==> config.mk <==
export PLATFORM = sky130hd
export DESIGN_NAME = multicycle_control_flat
export DESIGN_NICKNAME = d
export VERILOG_FILES = /design/src/rtl/multicycle_control_if.sv /design/src/rtl/multicycle_control.sv /design/src/flat_wrapper.sv
export SDC_FILE = /design/constraint.sdc
export NUM_CORES = 1
export LEC_CHECK = 0
export ABC_CLOCK_PERIOD_IN_PS = 3450
export CAP_MARGIN = 10
export CORE_ASPECT_RATIO = 0.5
export CORE_UTILIZATION = 46
export DETAILED_ROUTE_END_ITERATION = 6
export PLACE_DENSITY_LB_ADDON = 0.2
export SETUP_SLACK_MARGIN = 0.3
export SLEW_MARGIN = 0
export SYNTH_ARGS = -nofsm -noshare
export SYNTH_HDL_FRONTEND = slang
export SYNTH_SLANG_ARGS = --single-unit
==> constraint.sdc <==
create_clock -name Clk -period 3.45 [get_ports Clk]
set_input_delay 0.69 -clock Clk [delete_from_list [all_inputs] [get_ports Clk]]
set_output_delay 0.69 -clock Clk [all_outputs]
set_load 0.1 [all_outputs]
==> src/rtl/multicycle_control_if.sv <==
// rtl/multicycle_control_if.sv - memory-side handshake between the control unit and instruction/data memory
interface multicycle_control_if;
   logic [31:0] Instruction;
   logic        Mem_Ready;
   logic        Mem_Req;
   logic        Mem_Write;

   modport master (input Instruction, input Mem_Ready, output Mem_Req, output Mem_Write);
   modport slave  (output Instruction, output Mem_Ready, input Mem_Req, input Mem_Write);
endinterface

==> src/rtl/multicycle_control.sv <==
// rtl/multicycle_control.sv - multi-cycle MIPS control FSM with memory waits, MUL latency, trap and retire counter
module multicycle_control #(
   parameter logic [5:0] OP_RTYPE   = 6'b010001,
   parameter logic [5:0] OP_LW      = 6'b010010,
   parameter logic [5:0] OP_SW      = 6'b010011,
   parameter logic [5:0] FN_ADD     = 6'b100000,
   parameter logic [5:0] FN_SUB     = 6'b100010,
   parameter logic [5:0] FN_MUL     = 6'b110010,
   parameter int         MUL_CYCLES = 4,
   parameter int         CNT_W      = 16
) (
   input  logic             Clk,
   input  logic             Rst_n,
   multicycle_control_if.master mem,
   output logic             IR_Write,
   output logic             PC_Write,
   output logic [2:0]       ALU_Op,
   output logic             ALU_SrcB,
   output logic             RegDst,
   output logic             MemToReg,
   output logic             Reg_Write,
   output logic             Mul_Start,
   output logic             Illegal,
   output logic [2:0]       State,
   output logic [CNT_W-1:0] Instr_Count
);

   typedef enum logic [2:0] {
      S_FETCH    = 3'd0,
      S_DECODE   = 3'd1,
      S_ADDR     = 3'd2,
      S_EXEC     = 3'd3,
      S_MUL_WAIT = 3'd4,
      S_MEM_RD   = 3'd5,
      S_MEM_WR   = 3'd6,
      S_WB       = 3'd7
   } state_t;

   localparam logic [3:0] MUL_LOAD = 4'(MUL_CYCLES - 1);

   state_t           state, state_nx;
   logic             trap, trap_nx;
   logic [5:0]       opcode, funct;
   logic [3:0]       mul_cnt, mul_cnt_nx;
   logic [CNT_W-1:0] count;
   logic             count_inc;
   logic             is_lw, is_sw, is_add, is_sub, is_mul;
   logic             unused_instr_bits;

   assign unused_instr_bits = ^mem.Instruction[25:6];

   assign is_lw  = (opcode == OP_LW);
   assign is_sw  = (opcode == OP_SW);
   assign is_add = (opcode == OP_RTYPE) && (funct == FN_ADD);
   assign is_sub = (opcode == OP_RTYPE) && (funct == FN_SUB);
   assign is_mul = (opcode == OP_RTYPE) && (funct == FN_MUL);

   always_ff @(posedge Clk or negedge Rst_n) begin
      if (!Rst_n) begin
         state   <= S_FETCH;
         trap    <= 1'b0;
         opcode  <= '0;
         funct   <= '0;
         mul_cnt <= '0;
         count   <= '0;
      end else begin
         state   <= state_nx;
         trap    <= trap_nx;
         mul_cnt <= mul_cnt_nx;
         if (!trap && state == S_FETCH && mem.Mem_Ready) begin
            opcode <= mem.Instruction[31:26];
            funct  <= mem.Instruction[5:0];
         end
         if (count_inc)
            count <= count + 1'b1;
      end
   end

   always_comb begin
      state_nx   = state;
      trap_nx    = trap;
      mul_cnt_nx = mul_cnt;
      count_inc  = 1'b0;
      if (!trap) begin
         case (state)
            S_FETCH:  if (mem.Mem_Ready) state_nx = S_DECODE;
            S_DECODE: begin
               if (is_lw || is_sw)
                  state_nx = S_ADDR;
               else if (is_add || is_sub)
                  state_nx = S_EXEC;
               else if (is_mul) begin
                  state_nx   = S_MUL_WAIT;
                  mul_cnt_nx = MUL_LOAD;
               end else begin
                  // Trap parks the FSM in FETCH; the sticky bit masks every output.
                  trap_nx  = 1'b1;
                  state_nx = S_FETCH;
               end
            end
            S_ADDR:   state_nx = is_lw ? S_MEM_RD : S_MEM_WR;
            S_MEM_RD: if (mem.Mem_Ready) state_nx = S_WB;
            S_MEM_WR: begin
               if (mem.Mem_Ready) begin
                  state_nx  = S_FETCH;
                  count_inc = 1'b1;
               end
            end
            S_EXEC:   state_nx = S_WB;
            S_MUL_WAIT: begin
               if (mul_cnt == 4'd0)
                  state_nx = S_WB;
               else
                  mul_cnt_nx = mul_cnt - 4'd1;
            end
            S_WB: begin
               state_nx  = S_FETCH;
               count_inc = 1'b1;
            end
            default:  state_nx = S_FETCH;
         endcase
      end
   end

   always_comb begin
      mem.Mem_Req   = 1'b0;
      mem.Mem_Write = 1'b0;
      IR_Write      = 1'b0;
      PC_Write      = 1'b0;
      ALU_Op        = 3'b000;
      ALU_SrcB      = 1'b0;
      RegDst        = 1'b0;
      MemToReg      = 1'b0;
      Reg_Write     = 1'b0;
      Mul_Start     = 1'b0;
      Illegal       = Rst_n && trap;
      State         = 3'd0;
      // Gate on Rst_n so FETCH's request strobes stay low while reset is held.
      if (Rst_n && !trap) begin
         State = state;
         case (state)
            S_FETCH: begin
               mem.Mem_Req = 1'b1;
               IR_Write    = mem.Mem_Ready;
               PC_Write    = mem.Mem_Ready;
            end
            S_ADDR:   ALU_SrcB = 1'b1;
            S_MEM_RD: mem.Mem_Req = 1'b1;
            S_MEM_WR: begin
               mem.Mem_Req   = 1'b1;
               mem.Mem_Write = 1'b1;
            end
            S_EXEC:   ALU_Op = is_sub ? 3'b001 : 3'b000;
            S_MUL_WAIT: begin
               ALU_Op    = 3'b010;
               Mul_Start = (mul_cnt == MUL_LOAD);
            end
            S_WB: begin
               Reg_Write = 1'b1;
               MemToReg  = is_lw;
               RegDst    = !is_lw;
               ALU_Op    = is_mul ? 3'b010 : (is_sub ? 3'b001 : 3'b000);
            end
            default: ;
         endcase
      end
   end

   assign Instr_Count = count;

endmodule

==> src/flat_wrapper.sv <==
// flat-port wrapper written by rule: the top's interface ports become plain ports
module multicycle_control_flat 
#(
   parameter logic [5:0] OP_RTYPE   = 6'b010001,
   parameter logic [5:0] OP_LW      = 6'b010010,
   parameter logic [5:0] OP_SW      = 6'b010011,
   parameter logic [5:0] FN_ADD     = 6'b100000,
   parameter logic [5:0] FN_SUB     = 6'b100010,
   parameter logic [5:0] FN_MUL     = 6'b110010,
   parameter int         MUL_CYCLES = 4,
   parameter int         CNT_W      = 16
)
  (Clk, Rst_n, IR_Write, PC_Write, ALU_Op, ALU_SrcB, RegDst, MemToReg, Reg_Write, Mul_Start, Illegal, State, Instr_Count, mem_Instruction, mem_Mem_Ready, mem_Mem_Req, mem_Mem_Write);
  multicycle_control_if mem_i ();
  input  logic Clk;
  input  logic Rst_n;
  output logic IR_Write;
  output logic PC_Write;
  output logic [2:0] ALU_Op;
  output logic ALU_SrcB;
  output logic RegDst;
  output logic MemToReg;
  output logic Reg_Write;
  output logic Mul_Start;
  output logic Illegal;
  output logic [2:0] State;
  output logic [CNT_W-1:0] Instr_Count;
  input wire logic [$bits(mem_i.Instruction)-1:0] mem_Instruction;
  input wire logic [$bits(mem_i.Mem_Ready)-1:0] mem_Mem_Ready;
  output wire logic [$bits(mem_i.Mem_Req)-1:0] mem_Mem_Req;
  output wire logic [$bits(mem_i.Mem_Write)-1:0] mem_Mem_Write;
  assign mem_i.Instruction = mem_Instruction;
  assign mem_i.Mem_Ready = mem_Mem_Ready;
  assign mem_Mem_Req = mem_i.Mem_Req;
  assign mem_Mem_Write = mem_i.Mem_Write;
  multicycle_control #(.OP_RTYPE(OP_RTYPE), .OP_LW(OP_LW), .OP_SW(OP_SW), .FN_ADD(FN_ADD), .FN_SUB(FN_SUB), .FN_MUL(FN_MUL), .MUL_CYCLES(MUL_CYCLES), .CNT_W(CNT_W)) u_core (.Clk(Clk), .Rst_n(Rst_n), .mem(mem_i), .IR_Write(IR_Write), .PC_Write(PC_Write), .ALU_Op(ALU_Op), .ALU_SrcB(ALU_SrcB), .RegDst(RegDst), .MemToReg(MemToReg), .Reg_Write(Reg_Write), .Mul_Start(Mul_Start), .Illegal(Illegal), .State(State), .Instr_Count(Instr_Count));
endmodule
==> After elaboration in Yosys (flattened, before gate mapping) <==
Cells that the tools add are included.
{ "totals": {"inputBits": 35, "reg_bits": 36, "out_inout_bits": 32, "word_cells": 91} }
{ "op_classes": {"bitwise_logic": 1, "muxes": 43, "reduce_logical": 17, "add_sub_neg": 2, "n_eq_ne": 22} }
{ "ops": {"columns": ["op", "n"], "rows": [
  ["two-way mux 3 bit", 10],
  ["two-way mux 1 bit", 24],
  ["one-hot mux 3 bit (8 select lines)", 1],
  ["== test 6 x 5 -> 1 bit (second input constant)", 3],
  ["== test 6 bit (second input constant)", 3],
  ["adder 16 x 1 -> 16 bit (second input constant)", 1],
  ["two-way mux 4 bit", 4],
  ["== test 3 bit (second input constant)", 4],
  ["inequality test 2 bit (second input constant)", 6],
  ["one-hot mux 3 bit (3 select lines)", 1],
  ["one-hot mux 4 bit (2 select lines)", 1],
  ["logical AND 1 bit", 7],
  ["== test 3 x 2 -> 1 bit (second input constant)", 2],
  ["AND reduction 6 bit", 1],
  ["AND reduction 5 bit", 1],
  ["== test 4 x 2 -> 1 bit (second input constant)", 1],
  ["zero test 4 bit", 1],
  ["inequality test 2 x 1 -> 1 bit (second input constant)", 2],
  ["subtractor 4 x 1 -> 4 bit (second input constant)", 1],
  ["== test 3 x 1 -> 1 bit (second input constant)", 1],
  ["zero test 3 bit", 1],
  ["OR reduction 3 bit", 1],
  ["zero test 1 bit", 2],
  ["logical OR 1 bit", 2],
  ["4 further kinds", 4]
]} }

==> Longest topological paths before layout <==
{ "logic_depth": {"word_depth": 7, "depth_mapped": 6, "depth_no_buf": 6} }

==> Worst setup path after synthesis <==
No wires, ideal clock.
{ "synth_path": {"path_kind": "input to output", "start": "in Rst_n", "end": "out MemToReg", "cell_stages": 3, "t_arrival_ps": 3240, "t_required_ps": 2760, "path_buffers": 0, "setup_slack_ps": -480, "cell_sequence": "nand2b_1 -> or3_1 -> nor3_1"} }
{ "synth_via": {"elab_chain_len": 2} }
{ "synth_lines": {"columns": ["item", "line_no", "rtl"], "rows": [
  ["start, declared", "flat_wrapper.sv:16", "input logic Rst_n;"],
  ["logical AND 1 bit", "multicycle_control.sv:139", "if (Rst_n && !trap) begin"],
  ["two-way mux 1 bit", "multicycle_control.sv:139", null],
  ["end, declared", "flat_wrapper.sv:22", "output logic MemToReg;"]
]} }
No other way between the ends.

==> Worst setup path in the final report <==
{ "layout_path": {"start": "reg u_core.state[2]", "end": "out ALU_Op[1]"} }
{ "layout_via": {"elab_chain_len": 3, "elab_cells_between_ends": 5, "classes_between": "eq/ne: 3; mux: 2"} }
{ "layout_lines": {"columns": ["item", "line_no", "rtl"], "rows": [
  ["start, declared", "multicycle_control.sv:41", "state_t state, state_nx;"],
  ["start signal, assigned", "multicycle_control.sv:67", "state <= state_nx;"],
  ["== test 3 bit or == test 3 x 2 -> 1 bit (tied branches)", "multicycle_control.sv:141", "case (state)"],
  ["one-hot mux 3 bit (3 select lines) *", "multicycle_control.sv:141", null],
  ["two-way mux 3 bit *", "multicycle_control.sv:139", null],
  ["end, declared", "flat_wrapper.sv:19", "output logic [2:0] ALU_Op;"]
]} }
Mark *: on every way between the ends. The rest lies on a longest branch, timed or not.

==> reports/metrics.yaml <==
placed_design:
  numPortBuffers: 45
  gp_congestion: 0.797
  dp_hpwl_um: 2990
  pre_cts_slack_ps: 831
final_layout:
  n_antenna_cell: 0
  areaGrowthSynthToFinish_pct: 35.3
  final_cell_mix: "36 x dfrtp_1, 17 x clkdlybuf4s50_1, 14 x nor2_1, 14 x buf_12, 14 x buf_4"
  finish.utilization_pct: 66.5
  nets: 272
  drive_gt1_share_pct: 27.4
  final_common_cell: "dfrtp_1"
drt:
  drt-total-wl_um: 4000
  vias_per_cell: 5.32
  routedWlPerCell_um: 13.9
  dr.pass1.iters: 4
  ant_nets: 0
  drc: 0
  first_iter_violations: 65
  num_vias: 1533
cts:
  cts.sinks: 36
  cts_tree: "yes"
  ctsResizeCount: 0
  path_clk_slew_ps: 70
  clk_path_buf_depth: 2
  post-cts-setup-buffer-count: 0
  clockRootBuffer: "clkbuf_8"
  cts_buffers: 5
  hold_buffers: 0
  worstSkewPairLatency_ps: 280
  h-tree-depth: 2
sta:
  setup_ws_ps: 734
  period_needed_ps: 2720
  rsz0062_at_grt: "no"
  finalSetupViolations: 0
  tns_ps: 0
  worstMarginPinSlew_ps: 961
  min_period_over_period_pct: 78.7
  slew_headroom_pct: 35.8
  fmax_mhz: 368
  hold_violations: 0
  hold_ws_ps: 475
  slew_violations: 0
  finalClockSkew_ps: 1.16
setup_path:
  rr_worst_depth: 5
  critical_path.startpoint: "u_core.state[2]$_DFFE_PN0P_"
  ff2ff_setup_slack_ps: 1350
  critPathKind: "flip-flop to primary output"
  endpoint_kind: "primary output"
  cp.required_ps: 2760
  crit_fanout: 15
  r2r_start: "u_core.state[2]$_DFFE_PN0P_"
  cp.arrival_ps: 2030
  crit_path_start_kind: "flip-flop"
synthesis:
  synth-seq-cells: 36
  syn-cell-area_mm2: 0.00196
  yosysUniqueCellTypes: 49
  async_reset_ff_share_pct: 100
  syn-num-nets: 226
  synth_edf_count: 0
  synth_warnings: 0
  syn_area_per_cell_um2: 10.5
  ys.flop_type: "dfrtp_1"
  syn_inst: 187
  ys_seq_area_share_pct: 46.0
flow_run:
  drv_cap: 0
global_route:
  antenna_found_initial: 0
  grt_pass1_vias: 1383
  grt_pass1_wl_um: 6510
  grt.total_usage_pct: 19.5
  grt_max_degree: 39
  grt_overflow: 0
die:
  rows: 16
  dieHeight_um: 48.1
  ios: 67
  fp.dieW_um: 94.3
  dieArea_mm2: 0.00454
  start_util_pct: 49.2
  placeableCoreArea_mm2: 0.00398
power:
  powerDensity_mw_per_mm2: 501
  cellLeakagePower_nw: 1.16
  total_power_w: 0.00133
  ir_drop_mv: 0.250
run_status:
  status: "completed"
min_path:
  min_path_type: "primary input to asynchronous set/reset pin"
-- worst paths after layout --
kind | endpoint
worst max-delay path | ALU_Op[1]
worst min-delay path | u_core.mul_cnt[3]$_DFFE_PN0P_
worst max register to register | u_core.mul_cnt[1]$_DFFE_PN0P_
worst min register to register | u_core.Instr_Count[15]$_DFFE_PN0P_
max in group asynchronous | u_core.Instr_Count[12]$_DFFE_PN0P_
min in group Clk | u_core.Instr_Count[15]$_DFFE_PN0P_
-- report_power, final --
group	internal [W]	total, W	switching (W)
logic	0.000172	0.000400	0.000229
registers	0.000512	0.000633	0.000120
clock network	0.000141	0.000295	0.000154
-- cells in the mapped netlist (all sizes together), types with 4 or more instances --
library cell  count  share of area, %
dfrtp            36                46
nor2             15               3.3
mux2             14               8.1
nand2            12               2.3
nand3            10               2.6
xnor2            10               4.5
nor3              9               2.3
inv               7               1.3
nand2b            6               1.9
a21oi             5               1.5
and3              5               1.6
nor3b             5               2.2
xor2              5               2.2
buf               4               1.3
ha                4               2.6
-- area by class of cell --
class | instances | area, µm²
well taps | 54 | 67.6
clock buffers | 5 | 68.8
fillers | 306 | 1340
repair buffers | 46 | 561
inverters | 7 | 26.3
flip-flops and latches | 36 | 901
clock inverters | 3 | 18.8
multi-input cells | 137 | 1010
-- state kept, by name, indices dropped and copies added (netlist names) --
| signal | flops |
|---|---|
| u_core.opcode | 6 |
| u_core.funct | 6 |
| u_core.state | 3 |
| u_core.mul_cnt | 4 |
| u_core.Instr_Count | 16 |
| u_core.trap | 1 |
-- stage by stage --
stage          instances  instance area [µm²]
2_1_floorplan        187                 1970
3_3_place_gp         280                 2560
3_5_place_dp         280                 2560
4_1_cts              288                 2650
5_1_grt              288                 2650
6_report             288                 2650
-- layer usage --
layer	part of all wire [%]	track usage (%)	up-vias
met5	0	0	-
met4	0.20	6.46	0
met3	5.1	5.92	2
met2	46	31.0	34
met1	49	26.4	746
li1	-	-	751
-- worst max-delay path, cell delays in order (launching register included) --
cell     delay [ps]
dfrtp_1         620
inv_1           170
or3_1           450
inv_1           140
a22o_2          180
buf_12          170
-- cells by family (layout without fill, tap and decap cells) --
logic type,count (synthesis),count (layout),share of synthesized area [%]
XOR/XNOR,15,15,6.71
buffers and inverters,14,61,3.19
other,1,1,0.192
AND/OR/NAND/NOR,81,81,24.3
adder cells (fa/ha/maj),4,4,2.56
multiplexers,14,14,8.05
flip-flops,36,36,46.0
AO/OA/AOI/OAI,22,22,8.95
Note: power is estimated with default switching activity, not from simulation.
